**src/rtl/ptranspose_pkg.sv**
```systemverilog
// ptranspose_pkg: helpers shared by the scatter and gather transposes.
// Bank index/address containers, page and job sizing, lane rotation.
package ptranspose_pkg;

   // Wide containers; callers cast down to their own bank/address widths.
   typedef logic [7:0]  bank_idx_t;
   typedef logic [31:0] bank_addr_t;

   localparam int STAT_W = 32;

   function automatic int beats_per_job(
      input int ii,
      input int jj,
      input int simd
   );
      return (ii * jj) / simd;
   endfunction

   function automatic int page_off(
      input int ii,
      input int jj,
      input int simd
   );
      return beats_per_job(ii, jj, simd);
   endfunction

   function automatic int bank_depth(
      input int ii,
      input int jj,
      input int simd
   );
      return 2 * beats_per_job(ii, jj, simd);
   endfunction

   // Lane k of a row beat lives in bank (row + k) % simd.
   function automatic bank_idx_t rot_lanes(
      input int lane,
      input int rot,
      input int simd
   );
      return bank_idx_t'((lane + rot) % simd);
   endfunction

   // Inverse of the scatter: lane of a column beat that feeds bank b.
   // Rows in a column beat start on a multiple of simd, so only the
   // column index shifts the mapping.
   function automatic bank_idx_t lane_of(
      input int bank,
      input int col,
      input int simd
   );
      return bank_idx_t'((bank - (col % simd) + simd) % simd);
   endfunction

   // Element (row, col) of page pg sits at pg*P + row*(J/simd) + col/simd.
   function automatic bank_addr_t bank_addr(
      input logic pg,
      input int   row,
      input int   col,
      input int   ii,
      input int   jj,
      input int   simd
   );
      int base;
      base = pg ? page_off(ii, jj, simd) : 0;
      return bank_addr_t'(base + row * (jj / simd) + col / simd);
   endfunction

endpackage

```
**src/rtl/ptranspose_scatter_bank.sv**
```systemverilog
// ptranspose_scatter_bank: one simple-dual-port element bank.
// Ports: clk; i_we/i_waddr/i_wdata write side; i_re/i_raddr read side;
// o_rdata is registered and holds its value while i_re is low.
module ptranspose_scatter_bank
   import ptranspose_pkg::*;
#(
   parameter int BITS  = 8,
   parameter int DEPTH = 32,
   parameter int AW    = 5
) (
   input  logic            clk,
   input  logic            i_we,
   input  logic [AW-1:0]   i_waddr,
   input  logic [BITS-1:0] i_wdata,
   input  logic            i_re,
   input  logic [AW-1:0]   i_raddr,
   output logic [BITS-1:0] o_rdata
);

   logic [BITS-1:0] r_mem [DEPTH];
   logic [BITS-1:0] r_q;

   always_ff @(posedge clk) begin
      if (i_we) begin
         r_mem[i_waddr] <= i_wdata;
      end
   end

   always_ff @(posedge clk) begin
      if (i_re) begin
         r_q <= r_mem[i_raddr];
      end
   end

   assign o_rdata = r_q;

endmodule

```
**src/rtl/ptranspose_scatter.sv**
```systemverilog
// ptranspose_scatter: streaming (J,I) column-major to (I,J) row-major
// transpose. Writes scatter element (i,j) into bank (i+j)%SIMD so both a
// column beat and a row beat touch every bank once; two pages let one job
// fill while the previous one drains.
// Ports: clk, rst (async, active high)
//   ivld/irdy/idat : input beats, lane k = (i0+k, j), j outer, i0 inner
//   ovld/ordy/odat : output beats, lane k = (i, j0+k), i outer, j0 inner
// Build option PTRANSPOSE_SCATTER_STATS_EN adds jobs_in, jobs_out and
// stall_cnt (32-bit wrapping counters).
module ptranspose_scatter
   import ptranspose_pkg::*;
#(
   parameter int BITS = 8,
   parameter int I    = 8,
   parameter int J    = 8,
   parameter int SIMD = 4
) (
   input  logic                 clk,
   input  logic                 rst,
   output logic                 irdy,
   input  logic                 ivld,
   input  logic [SIMD*BITS-1:0] idat,
   input  logic                 ordy,
   output logic                 ovld,
   output logic [SIMD*BITS-1:0] odat
`ifdef PTRANSPOSE_SCATTER_STATS_EN
   ,
   output logic [STAT_W-1:0]    jobs_in,
   output logic [STAT_W-1:0]    jobs_out,
   output logic [STAT_W-1:0]    stall_cnt
`endif
);

   localparam int W     = SIMD * BITS;
   localparam int DEPTH = bank_depth(I, J, SIMD);
   localparam int AW    = $clog2(DEPTH);
   localparam int SW    = $clog2(SIMD);
   localparam int IW    = $clog2(I);
   localparam int JW    = $clog2(J);

   localparam logic [IW-1:0] WI_LAST = IW'(I - SIMD);
   localparam logic [JW-1:0] WJ_LAST = JW'(J - 1);
   localparam logic [IW-1:0] RI_LAST = IW'(I - 1);
   localparam logic [JW-1:0] RJ_LAST = JW'(J - SIMD);

   if ((I % SIMD) != 0 || (J % SIMD) != 0 || SIMD < 2 ||
       (SIMD & (SIMD - 1)) != 0) begin : g_bad_geom
      $error("ptranspose_scatter: I, J must be multiples of pow2 SIMD>=2");
   end

   // page state
   logic [1:0]      r_full;
   logic            r_wpg;
   logic            r_rpg;
   logic [1:0]      w_set;
   logic [1:0]      w_clr;

   // write / read position counters
   logic [IW-1:0]   r_wi;
   logic [JW-1:0]   r_wj;
   logic [IW-1:0]   r_ri;
   logic [JW-1:0]   r_rj;

   // bank output stage and output skid pair
   logic            r_s1_vld;
   logic [SW-1:0]   r_s1_rot;
   logic            r_ovld;
   logic [W-1:0]    r_odat;
   logic            r_skid_vld;
   logic [W-1:0]    r_skid_dat;

   logic            w_wr;
   logic            w_wlast;
   logic            w_iss;
   logic            w_rlast;
   logic            w_s2_rdy;
   logic            w_adv;
   logic [SW-1:0]   w_lane  [SIMD];
   logic [BITS-1:0] w_wdat  [SIMD];
   logic [AW-1:0]   w_waddr [SIMD];
   logic [AW-1:0]   w_raddr;
   logic [BITS-1:0] w_bank_q [SIMD];
   logic [W-1:0]    w_s1_dat;

   // ---------------- write side ----------------
   assign irdy    = !r_full[r_wpg];
   assign w_wr    = ivld && irdy;
   assign w_wlast = w_wr && (r_wj == WJ_LAST) && (r_wi == WI_LAST);

   always_comb begin
      for (int b = 0; b < SIMD; b++) begin
         w_lane[b]  = SW'(lane_of(b, int'(r_wj), SIMD));
         w_wdat[b]  = '0;
         for (int k = 0; k < SIMD; k++) begin
            if (w_lane[b] == SW'(k)) begin
               w_wdat[b] = idat[k*BITS +: BITS];
            end
         end
         w_waddr[b] = AW'(bank_addr(r_wpg,
                                    int'(r_wi) + int'(w_lane[b]),
                                    int'(r_wj), I, J, SIMD));
      end
   end

   always_ff @(posedge clk or posedge rst) begin
      if (rst) begin
         r_wi  <= '0;
         r_wj  <= '0;
         r_wpg <= 1'b0;
      end else if (w_wr) begin
         if (r_wi == WI_LAST) begin
            r_wi <= '0;
            if (r_wj == WJ_LAST) begin
               r_wj  <= '0;
               r_wpg <= !r_wpg;
            end else begin
               r_wj <= r_wj + JW'(1);
            end
         end else begin
            r_wi <= r_wi + IW'(SIMD);
         end
      end
   end

   // ---------------- page flags ----------------
   // A set and a clear never target the same page in one cycle: a page
   // being written is empty, a page being read is full.
   always_comb begin
      w_set = '0;
      w_clr = '0;
      if (w_wlast) begin
         w_set[r_wpg] = 1'b1;
      end
      if (w_rlast) begin
         w_clr[r_rpg] = 1'b1;
      end
   end

   always_ff @(posedge clk or posedge rst) begin
      if (rst) begin
         r_full <= '0;
      end else begin
         r_full <= (r_full | w_set) & ~w_clr;
      end
   end

   // ---------------- read side ----------------
   // Bank registers hold while the stage is stalled, so a read is only
   // issued when the registered word is empty or leaving this cycle.
   assign w_s2_rdy = !r_skid_vld;
   assign w_adv    = r_s1_vld && w_s2_rdy;
   assign w_iss    = r_full[r_rpg] && (!r_s1_vld || w_s2_rdy);
   assign w_rlast  = w_iss && (r_ri == RI_LAST) && (r_rj == RJ_LAST);
   assign w_raddr  = AW'(bank_addr(r_rpg, int'(r_ri), int'(r_rj),
                                   I, J, SIMD));

   always_ff @(posedge clk or posedge rst) begin
      if (rst) begin
         r_ri  <= '0;
         r_rj  <= '0;
         r_rpg <= 1'b0;
      end else if (w_iss) begin
         if (r_rj == RJ_LAST) begin
            r_rj <= '0;
            if (r_ri == RI_LAST) begin
               r_ri  <= '0;
               r_rpg <= !r_rpg;
            end else begin
               r_ri <= r_ri + IW'(1);
            end
         end else begin
            r_rj <= r_rj + JW'(SIMD);
         end
      end
   end

   for (genvar b = 0; b < SIMD; b++) begin : g_bank
      ptranspose_scatter_bank #(
         .BITS  (BITS),
         .DEPTH (DEPTH),
         .AW    (AW)
      ) u_bank (
         .clk     (clk),
         .i_we    (w_wr),
         .i_waddr (w_waddr[b]),
         .i_wdata (w_wdat[b]),
         .i_re    (w_iss),
         .i_raddr (w_raddr),
         .o_rdata (w_bank_q[b])
      );
   end

   // Row ri starts in bank ri%SIMD; the amount travels with the read.
   always_ff @(posedge clk or posedge rst) begin
      if (rst) begin
         r_s1_vld <= 1'b0;
         r_s1_rot <= '0;
      end else if (w_iss) begin
         r_s1_vld <= 1'b1;
         r_s1_rot <= r_ri[SW-1:0];
      end else if (w_adv) begin
         r_s1_vld <= 1'b0;
      end
   end

   always_comb begin
      w_s1_dat = '0;
      for (int k = 0; k < SIMD; k++) begin
         for (int b = 0; b < SIMD; b++) begin
            if (SW'(rot_lanes(k, int'(r_s1_rot), SIMD)) == SW'(b)) begin
               w_s1_dat[k*BITS +: BITS] = w_bank_q[b];
            end
         end
      end
   end

   // ---------------- output skid buffer ----------------
   // Upstream ready is registered (!r_skid_vld); a beat accepted while
   // the output is stalled parks in the skid register.
   always_ff @(posedge clk or posedge rst) begin
      if (rst) begin
         r_ovld     <= 1'b0;
         r_odat     <= '0;
         r_skid_vld <= 1'b0;
         r_skid_dat <= '0;
      end else if (!r_ovld || ordy) begin
         if (r_skid_vld) begin
            r_ovld     <= 1'b1;
            r_odat     <= r_skid_dat;
            r_skid_vld <= 1'b0;
         end else if (w_adv) begin
            r_ovld <= 1'b1;
            r_odat <= w_s1_dat;
         end else begin
            r_ovld <= 1'b0;
         end
      end else if (w_adv) begin
         r_skid_vld <= 1'b1;
         r_skid_dat <= w_s1_dat;
      end
   end

   assign ovld = r_ovld;
   assign odat = r_odat;

`ifdef PTRANSPOSE_SCATTER_STATS_EN
   localparam int BPJ = beats_per_job(I, J, SIMD);
   localparam int OCW = $clog2(BPJ);
   localparam logic [OCW-1:0] OC_LAST = OCW'(BPJ - 1);

   logic [STAT_W-1:0] r_jin;
   logic [STAT_W-1:0] r_jout;
   logic [STAT_W-1:0] r_stall;
   logic [OCW-1:0]    r_ocnt;

   always_ff @(posedge clk or posedge rst) begin
      if (rst) begin
         r_jin   <= '0;
         r_jout  <= '0;
         r_stall <= '0;
         r_ocnt  <= '0;
      end else begin
         if (w_wlast) begin
            r_jin <= r_jin + STAT_W'(1);
         end
         if (ivld && !irdy) begin
            r_stall <= r_stall + STAT_W'(1);
         end
         if (r_ovld && ordy) begin
            if (r_ocnt == OC_LAST) begin
               r_ocnt <= '0;
               r_jout <= r_jout + STAT_W'(1);
            end else begin
               r_ocnt <= r_ocnt + OCW'(1);
            end
         end
      end
   end

   assign jobs_in   = r_jin;
   assign jobs_out  = r_jout;
   assign stall_cnt = r_stall;
`endif

endmodule

```
**config.mk**
```make
export PLATFORM = sky130hd
export DESIGN_NAME = ptranspose_scatter
export DESIGN_NICKNAME = d
export VERILOG_FILES = /design/src/rtl/ptranspose_pkg.sv /design/src/rtl/ptranspose_scatter_bank.sv /design/src/rtl/ptranspose_scatter.sv
export SDC_FILE = /design/constraint.sdc
export NUM_CORES = 1
export LEC_CHECK = 0
export ABC_AREA = 1
export ABC_CLOCK_PERIOD_IN_PS = 3200
export CORE_ASPECT_RATIO = 1.5
export CORE_MARGIN = 5
export CORE_UTILIZATION = 35
export CTS_CLUSTER_DIAMETER = 100
export DETAILED_ROUTE_END_ITERATION = 10
export SKIP_LAST_GASP = 1
export SYNTH_ARGS = -nofsm -noshare
export SYNTH_HDL_FRONTEND = slang
export SYNTH_SLANG_ARGS = --single-unit
```
**constraint.sdc**
```tcl
create_clock -name clk -period 3.2 [get_ports clk]
set_clock_uncertainty 0.2 [all_clocks]
set_input_delay 0.32 -clock clk [delete_from_list [all_inputs] [get_ports clk]]
set_output_delay 0.32 -clock clk [all_outputs]
set_load 0.02 [all_outputs]
```
==> results of run 1 <==
==> power groups by stage <==
stage / combinational (mW) / sequential [mW] / clock, mW
after floorplan: 14.6 / 22.1 / 0
after global placement: 22.5 / 22.3 / 0
after detailed placement: 22.8 / 22.4 / 0
after CTS: 22.9 / 22.0 / 12.3
after global routing: 25.1 / 22.2 / 12.9
final: 22.8 / 22.0 / 12.0
==> placed cells by master (no fill, tap or decap), types with 3 or more instances in the layout <==
cell type        netlist  final
buf_4                 49    219
clkbuf_16              0    103
nor2_4                 4      4
edfxtp_1            1056   1056
clkinvlp_4             0      8
a31oi_1               11     11
nand2_1             1706   1706
nand3_1              810    810
dfrtp_1               81     77
o21ai_2                1     24
a21oi_1               80     79
dfrtp_4                0      3
inv_6                  0      4
nor2_1               193    193
o21ai_0               70     52
clkinv_1               2     23
o211ai_1              32     32
nor2_2                 3      3
clkbuf_1              42     21
nand2_2                3      3
bufinv_16              0      7
clkinv_2               0     22
clkdlybuf4s50_1        0     69
nand3_4                4      4
o21ai_1               11      5
ha_1                  12     12
a21o_1                 3      3
nand4_1                8      8
o22ai_1                5      5
buf_12                 0     24
inv_2                  9      9
inv_1                 60     56
clkinv_8               0      3
==> repair_timing <==
| item | CTS | global route |
|---|---|---|
| hold buffers | 1 | 0 |
| hold endpoints to repair | 39 | 0 |
| setup buffers | 0 | 0 |
| gates resized for setup | 0 | 3 |
| setup endpoints to repair | 0 | 32 |
==> worst max path at each step <==
stage                     cells past startpoint                            end  slack, ps  startpoint
after global placement                        8   g_bank[2].u_bank.r_mem[2][3]        290     r_wj[1]
after CTS                                     8   g_bank[2].u_bank.r_mem[3][3]        160     r_wj[1]
after floorplan                               6   g_bank[3].u_bank.r_mem[0][5]       -190     r_wj[0]
final                                         9  g_bank[1].u_bank.r_mem[12][5]        310     r_wj[1]
after global routing                          9  g_bank[1].u_bank.r_mem[30][5]        120     r_wj[1]
after detailed placement                      8   g_bank[2].u_bank.r_mem[3][3]        240     r_wj[1]
==> per-layer routing <==
metal,track usage,part of all wire,vias to the layer above
met3,0.0273,0.058,265
li1,-,-,15600
met4,0.0743,0.044,0
met1,0.206,0.39,16000
met2,0.310,0.51,1005
met5,0,0,-
==> cells by family after synthesis <==
| kind of cell | after synthesis | share of synthesized area |
|---|---|---|
| buffers and inverters | 352 | 0.0449 |
| AO/OA/AOI/OAI | 216 | 0.0249 |
| adder cells (fa/ha/maj) | 12 | 0.00308 |
| other | 1 | 0.0000769 |
| AND/OR/NAND/NOR | 2735 | 0.234 |
| flip-flops | 1137 | 0.692 |
| XOR/XNOR | 4 | 0.000719 |
==> sequential cells by signal, indices dropped and copies added, names as in the netlist <==
name / count
r_s1_rot: 2
r_ri: 3
r_rpg: 1
ovld: 1
r_skid_vld: 1
odat: 32
r_full: 2
r_wj: 3
r_skid_dat: 32
r_rj: 1
r_wpg: 1
g_bank.u_bank.o_rdata: 32
r_wi: 1
g_bank.u_bank.r_mem: 1024
r_s1_vld: 1
==> metrics by stage <==
stage               instance area, sq um  cells  setup slack [ps]
floorplan                          48800   4458              -186
global placement                   52100   6350               285
detailed placement                 52100   6350               235
CTS                                55400   6542               160
global route                       55400   6543               124
finish                             55400   6543               308
==> cells in the mapped netlist (all sizes together) <==
library cell,number
nor3,3
inv,71
nand3,814
xor2,2
clkbuf,42
or2,1
clkinv,2
nand2,1709
xnor2,2
conb,1
a31oi,11
edfxtp,1056
nand4,8
o211ai,33
dfrtp,81
a21oi,81
nor2,200
o21ai,82
a21o,3
ha,12
o2111ai,1
buf,237
o22ai,5
==> worst max-delay path, cell delays in order (launching register included) <==
cell and delay, ps:
dfrtp_1 450, inv_1 180, ha_1 410, inv_1 150, nor2_4 170, buf_4 200
nand2_1 60, nand2_1 70, o211ai_1 100, o21ai_2 490
==> final cells by class <==
cell class                      instances  area [sq um]  area share
Multi-Input combinational cell       2969         12900       0.233
Inverter                               73           307     0.00553
Clock buffer                          124          2660      0.0479
Timing Repair inverter                  1          7.51    0.000135
Timing Repair Buffer                  313          2830      0.0510
Clock inverter                         67           627      0.0113
Tap cell                             1859          2330      0.0420
Sequential cell                      1137         33700       0.609
==> flow_summary_export.csv, run 1 <==
group,metric,value,unit
routing,drt-total-wl,130000,microns
placed_design,numPortBuffers,69,
floorplanning,pin_count,70,
synthesis,ys_ff_latch,1137,
critical_path,cp.required,3340,ps
clock_tree,cts.reportedPaths.clkPinSlew,70,ps
clock_tree,insertion_delay,730,ps
critical_path,r2r-end,"g_bank[1].u_bank.r_mem[12][5]",
routing,vias_per_cell,5.02,
global_route,grtUsageTotal,0.173,
routing,ant_nets,0,
global_route,antenna_found_initial,0,
clock_tree,cts_sinks,1137,
routing,route.detailed.drc,0,
hold_path,hold_end,"r_skid_vld",
timing,timing.hold.ws,122,ps
finish,finalNetCount,4646,
timing,slew_violations,0,
finish,nFillCells,13100,
finish,antennaDiodeCount,0,
routing,drt_iter0_drc,2684,
finish,final_core_util,0.401,
global_route,grt_pass1_vias,31800,
hold_path,hp-start,"ordy",
critical_path,endpoint_kind,"flop",
timing,setup_tns,0,ps
hold_path,worstHoldPathCells,4,
critical_path,crit_arrival,3030,ps
timing,final-hold-violation-count,0,
timing,rsz0062_at_grt,"no",
power,ir_drop,0.888,mV
clock_tree,cts_root_buf,"clkbuf_16",
clock_tree,cts_made_buffers,103,
critical_path,reg2regPathDepth,9,
synthesis,ys_top_cells_by_area,"edfxtp_1 65%, nand2_1 13%, nand3_1 8.3%, dfrtp_1 4.2%, buf_6 1.7%",
finish,areaGrowthSynthToFinish,13.7,%
timing,setup_viol,0,
floorplanning,die_w,315,microns
synthesis,yosysSeqAreaShare,0.692,
power,clkPwrFrac,0.211,
power,power.switching,23.2,mW
power,pwr-share-comb,0.401,
critical_path,r2r_start,"r_wj[1]",
critical_path,critical_path.max_fanout,32,
critical_path,crit_type,"flop to flop",
clock_tree,clockBufferDepth,3,
global_route,overflow,0,
synthesis,synth.avg_cell_area,10.9,sq um
synthesis,yosys.area.top_type,"edfxtp_1",
floorplanning,fp.dieArea,0.147,sq mm
clock_tree,cts_tree,"yes",
routing,wire_per_inst,19.9,microns
timing,post-route-min-period,2890,ps
synthesis,syn-instance-count,4457,
placed_design,hpwl,82200,microns
synthesis,synth.distinct_cells,39,
job,maxCapViolCount,0,
critical_path,critPathLaunchType,"flop",
timing,tightest_slew,1280,ps
power,power_frac_seq,0.388,
timing,fmax,346,MHz
routing,first_pass_iters,6,
timing,slew_headroom,0.148,
floorplanning,start_util,0.352,
power,leakagePower,20.8,nW
finish,drive_gt1_frac,0.0976,
synthesis,synth.cell_area,0.0488,sq mm
power,internal-power,33.6,mW
power,powerDensity,1020,mW/mm^2
synthesis,synth_top_area_frac,0.650,
timing,finalCritPeriodShare,0.904,
floorplanning,num_rows,167,
critical_path,r2r_slack,310,ps
power,switching_share,0.408,
hold_path,hp-class,"primary input to flop",
clock_tree,cts_htree_levels,3,
floorplanning,core,0.138,sq mm
global_route,grt_max_degree,151,
power,finalPower,56.8,mW
placed_design,place_congestion,0.912,
synthesis,yosys_warnings,0,
status,outcome,"completed",
routing,vias,32900,
floorplanning,die_height,467,microns
global_route,grt_pass1_wl,195000,microns
Power figures use the tool's default switching activity.
==> run 2, diff against run 1 <==
--- a/config.mk
+++ b/config.mk
@@ -15,4 +15,5 @@
 export SKIP_LAST_GASP = 1
 export SYNTH_ARGS = -nofsm -noshare
 export SYNTH_HDL_FRONTEND = slang
+export SYNTH_HIERARCHICAL = 1
 export SYNTH_SLANG_ARGS = --single-unit
==> run 2 against run 1 <==
  * Flip-flop and latch count did not move
  * Combinational power grew 4%
  * Core utilization down 0.27 points
  * Register-to-register slack worse by 70 ps
  * Final cell count rose by 1.5%
  * Non-clock buffer count fell by 24
  * Critical endpoint is now g_bank[1].u_bank/r_mem[22][4]
  * Highest routed layer unchanged
==> flow_summary_export.csv, run 2 <==
group,metric,value,unit
status,outcome,"completed",
critical_path,cpLargestDelayFamily,"simple AND/OR/NAND/NOR gates",
routing,ant_nets,0,
placed_design,place_congestion,0.880,
power,power.switching,24.0,mW
timing,post-route-min-period,2960,ps
finish,drive_gt1_frac,0.0888,
finish,finalNetCount,4753,
critical_path,cp_num_buf_inv,2,
hold_path,hp-class,"primary input to flop",
routing,drt-total-wl,129000,microns
power,finalPower,57.8,mW
synthesis,yosys.area.top_type,"edfxtp_1",
finish,top_register,"g_bank.u_bank/r_mem",
critical_path,critical_path.max_fanout,32,
clock_tree,insertion_delay,710,ps
synthesis,yosysSeqAreaShare,0.685,
timing,setup_viol,0,
global_route,overflow,0,
finish,final_common_cell,"nand2_1",
floorplanning,die_height,469,microns
power,internal-power,33.9,mW
critical_path,crit_type,"flop to flop",
power,powerDensity,1040,mW/mm^2
global_route,grtUsageTotal,0.169,
timing,slew_violations,0,
floorplanning,pin_count,70,
critical_path,reg2regPathDepth,6,
synthesis,yosys_warnings,6,
synthesis,muxShareOfSynthArea,0,
finish,nFillCells,13300,
hold_path,worstHoldPathCells,4,
power,clkPwrFrac,0.203,
critical_path,worstPathCellList,"inv_1, ha_1, nor2_1, nand3_1, a31oi_4, buf_4",
synthesis,synth.avg_cell_area,10.7,sq um
floorplanning,fp.dieArea,0.148,sq mm
synthesis,synth_top_family_by_area,"simple AND/OR/NAND/NOR gates",
placed_design,dp_cells,6474,
synthesis,synth_compound_gate_area_share,0.0172,
global_route,antenna_found_initial,3,
placed_design,hpwl,82300,microns
clock_tree,post_cts_buffers,0,
routing,first_pass_iters,6,
job,maxCapViolCount,0,
routing,vias_per_cell,5.00,
critical_path,endpoint_kind,"flop",
timing,fmax,338,MHz
synthesis,ys_top_cells_by_area,"edfxtp_1 64%, nand2_1 13%, nand3_1 9.3%, dfrtp_1 4.1%, buf_6 2.2%",
synthesis,yosysMostFrequentCell,"nand2_1",
critical_path,r2r_start,"r_wj[0]",
synthesis,ys_async_sr_fraction,0.0712,
power,leakagePower,21.0,nW
synthesis,synth-xor-area-share,0.000711,
critical_path,cp.required,3440,ps
critical_path,crit_arrival,3200,ps
synthesis,synth_edf_count,1056,
clock_tree,cts_made_buffers,97,
floorplanning,start_util,0.352,
global_route,grt_max_degree,180,
routing,vias,33200,
critical_path,startpoint,"r_wj[0]",
global_route,grt_pass1_vias,32200,
synthesis,syn-instance-count,4585,
clock_tree,clockBufferDepth,3,
finish,largest_reg_flops,1024,
timing,setup_tns,0,ps
synthesis,synth.cell_area,0.0493,sq mm
global_route,grt_pass1_wl,195000,microns
placed_design,numPortBuffers,69,
clock_tree,cts_sinks,1137,
critical_path,r2r_slack,240,ps
critical_path,critPathLaunchType,"flop",
hold_path,hold_end,"ovld",
floorplanning,core,0.140,sq mm
finish,final_cell_mix,"1757 x nand2_1, 1056 x edfxtp_1, 917 x nand3_1",
floorplanning,die_w,316,microns
timing,final-hold-violation-count,0,
finish,layoutNonFillerInstCount,6644,
clock_tree,cts_tree,"yes",
synthesis,ys_ff_latch,1137,
clock_tree,cts_resized,0,
critical_path,cp_slowest_stage_delay,650,ps
floorplanning,num_rows,168,
power,switching_share,0.414,
routing,wire_per_inst,19.4,microns
clock_tree,cts_root_buf,"clkbuf_16",
synthesis,synth_common_cells,"1757 x nand2_1, 1056 x edfxtp_1, 917 x nand3_1",
power,power_frac_seq,0.387,
clock_tree,cts_htree_levels,3,
power,pwr-share-comb,0.410,
critical_path,cp_slowest_cell,"dfrtp_1",
routing,drt_iter0_drc,3193,
synthesis,ys.flop_type,"edfxtp_1",
synthesis,synth.distinct_cells,30,
timing,slew_headroom,0.209,
timing,rsz0062_at_grt,"no",
finish,multi_input_area,0.0133,sq mm
synthesis,yosys.area_share.adder,0.00330,
synthesis,yosys.area_share.simple,0.245,
critical_path,r2r-end,"g_bank[1].u_bank/r_mem[22][4]",
routing,route.detailed.drc,0,
hold_path,hp-start,"ordy",
finish,areaGrowthSynthToFinish,13.0,%
timing,tightest_slew,1190,ps
clock_tree,cts.reportedPaths.clkPinSlew,70,ps
finish,ff_latch_area,0.0337,sq mm
synthesis,synth_top_area_frac,0.644,
timing,finalCritPeriodShare,0.924,
power,ir_drop,0.715,mV
[run 2: cell count changes in the layout (fill, tap and decap cells not counted), sizes merged, moves of 11 or more]
cell	previous run	this run
o21ai	82	71
nor2	200	186
nand2	1709	1757
a22oi	0	18
inv	74	120
buf	243	219
o211ai	33	8
a21oi	81	49
nand3	814	918
[run 2: worst register-to-register path: cells and delay by family, from the launching register on]
family          cells  cell delay, ps
simple gates        2             730
fa+ha+maj           1             280
flops               1             650
buf+inv             2             610
compound gates      1             180
[run 2: metal layers]
metal  track usage  share of wire
met1         0.200           0.38
met4        0.0722          0.044
met5             0              0
met2         0.305           0.52
met3        0.0240          0.053
[run 2: repair_timing]
item | in CTS | in global routing
endpoints found under the setup margin | 0 | 0
hold buffers | 1 | 0
hold endpoints to repair | 33 | 0
[run 2: power by group through the flow]
stage / clock, mW / sequential (mW) / combinational [mW]
after floorplan: 0 / 22.4 / 15.2
after global placement: 0 / 22.7 / 23.6
after detailed placement: 0 / 22.7 / 23.8
after CTS: 12.0 / 22.4 / 23.9
after global routing: 12.6 / 22.5 / 26.1
final: 11.7 / 22.4 / 23.7
[run 2: worst max-delay path by stage]
stage               depth (start not counted)                             to
finish                                      6  g_bank[1].u_bank/r_mem[22][4]
global placement                            6  g_bank[1].u_bank/r_mem[21][4]
global route                                6  g_bank[1].u_bank/r_mem[20][5]
CTS                                         6  g_bank[1].u_bank/r_mem[16][4]
detailed placement                          7   g_bank[3].u_bank/r_mem[3][3]
floorplan                                   6   g_bank[1].u_bank/r_mem[0][6]
[run 2: cell type report]
cell class	count	area share
Clock inverter	50	0.00996
Timing Repair Buffer	289	0.0464
Clock buffer	118	0.0467
Antenna cell	1	0.0000450
Inverter	123	0.00846
Tap cell	1870	0.0421
Sequential cell	1137	0.607
Multi-Input combinational cell	3056	0.240
[run 2: kinds of logic after synthesis]
logic type | count (synthesis)
AOI/OAI and AO/OA | 154
DFF | 1137
adders and majority gates | 13
other | 1
and+or+nand+nor | 2883
xor gates and xnor gates | 4
buffers and inverters | 393
[run 2: per-stage QoR]
step	hold WS [ps]	area (sq um)	utilization	setup WS, ps
after detailed placement	265	52500	0.375	170
after CTS	131	55600	0.398	242
after floorplan	250	49300	-	118
final	181	55600	0.398	242
after global routing	188	55600	0.398	76.1
after global placement	262	52500	0.375	150
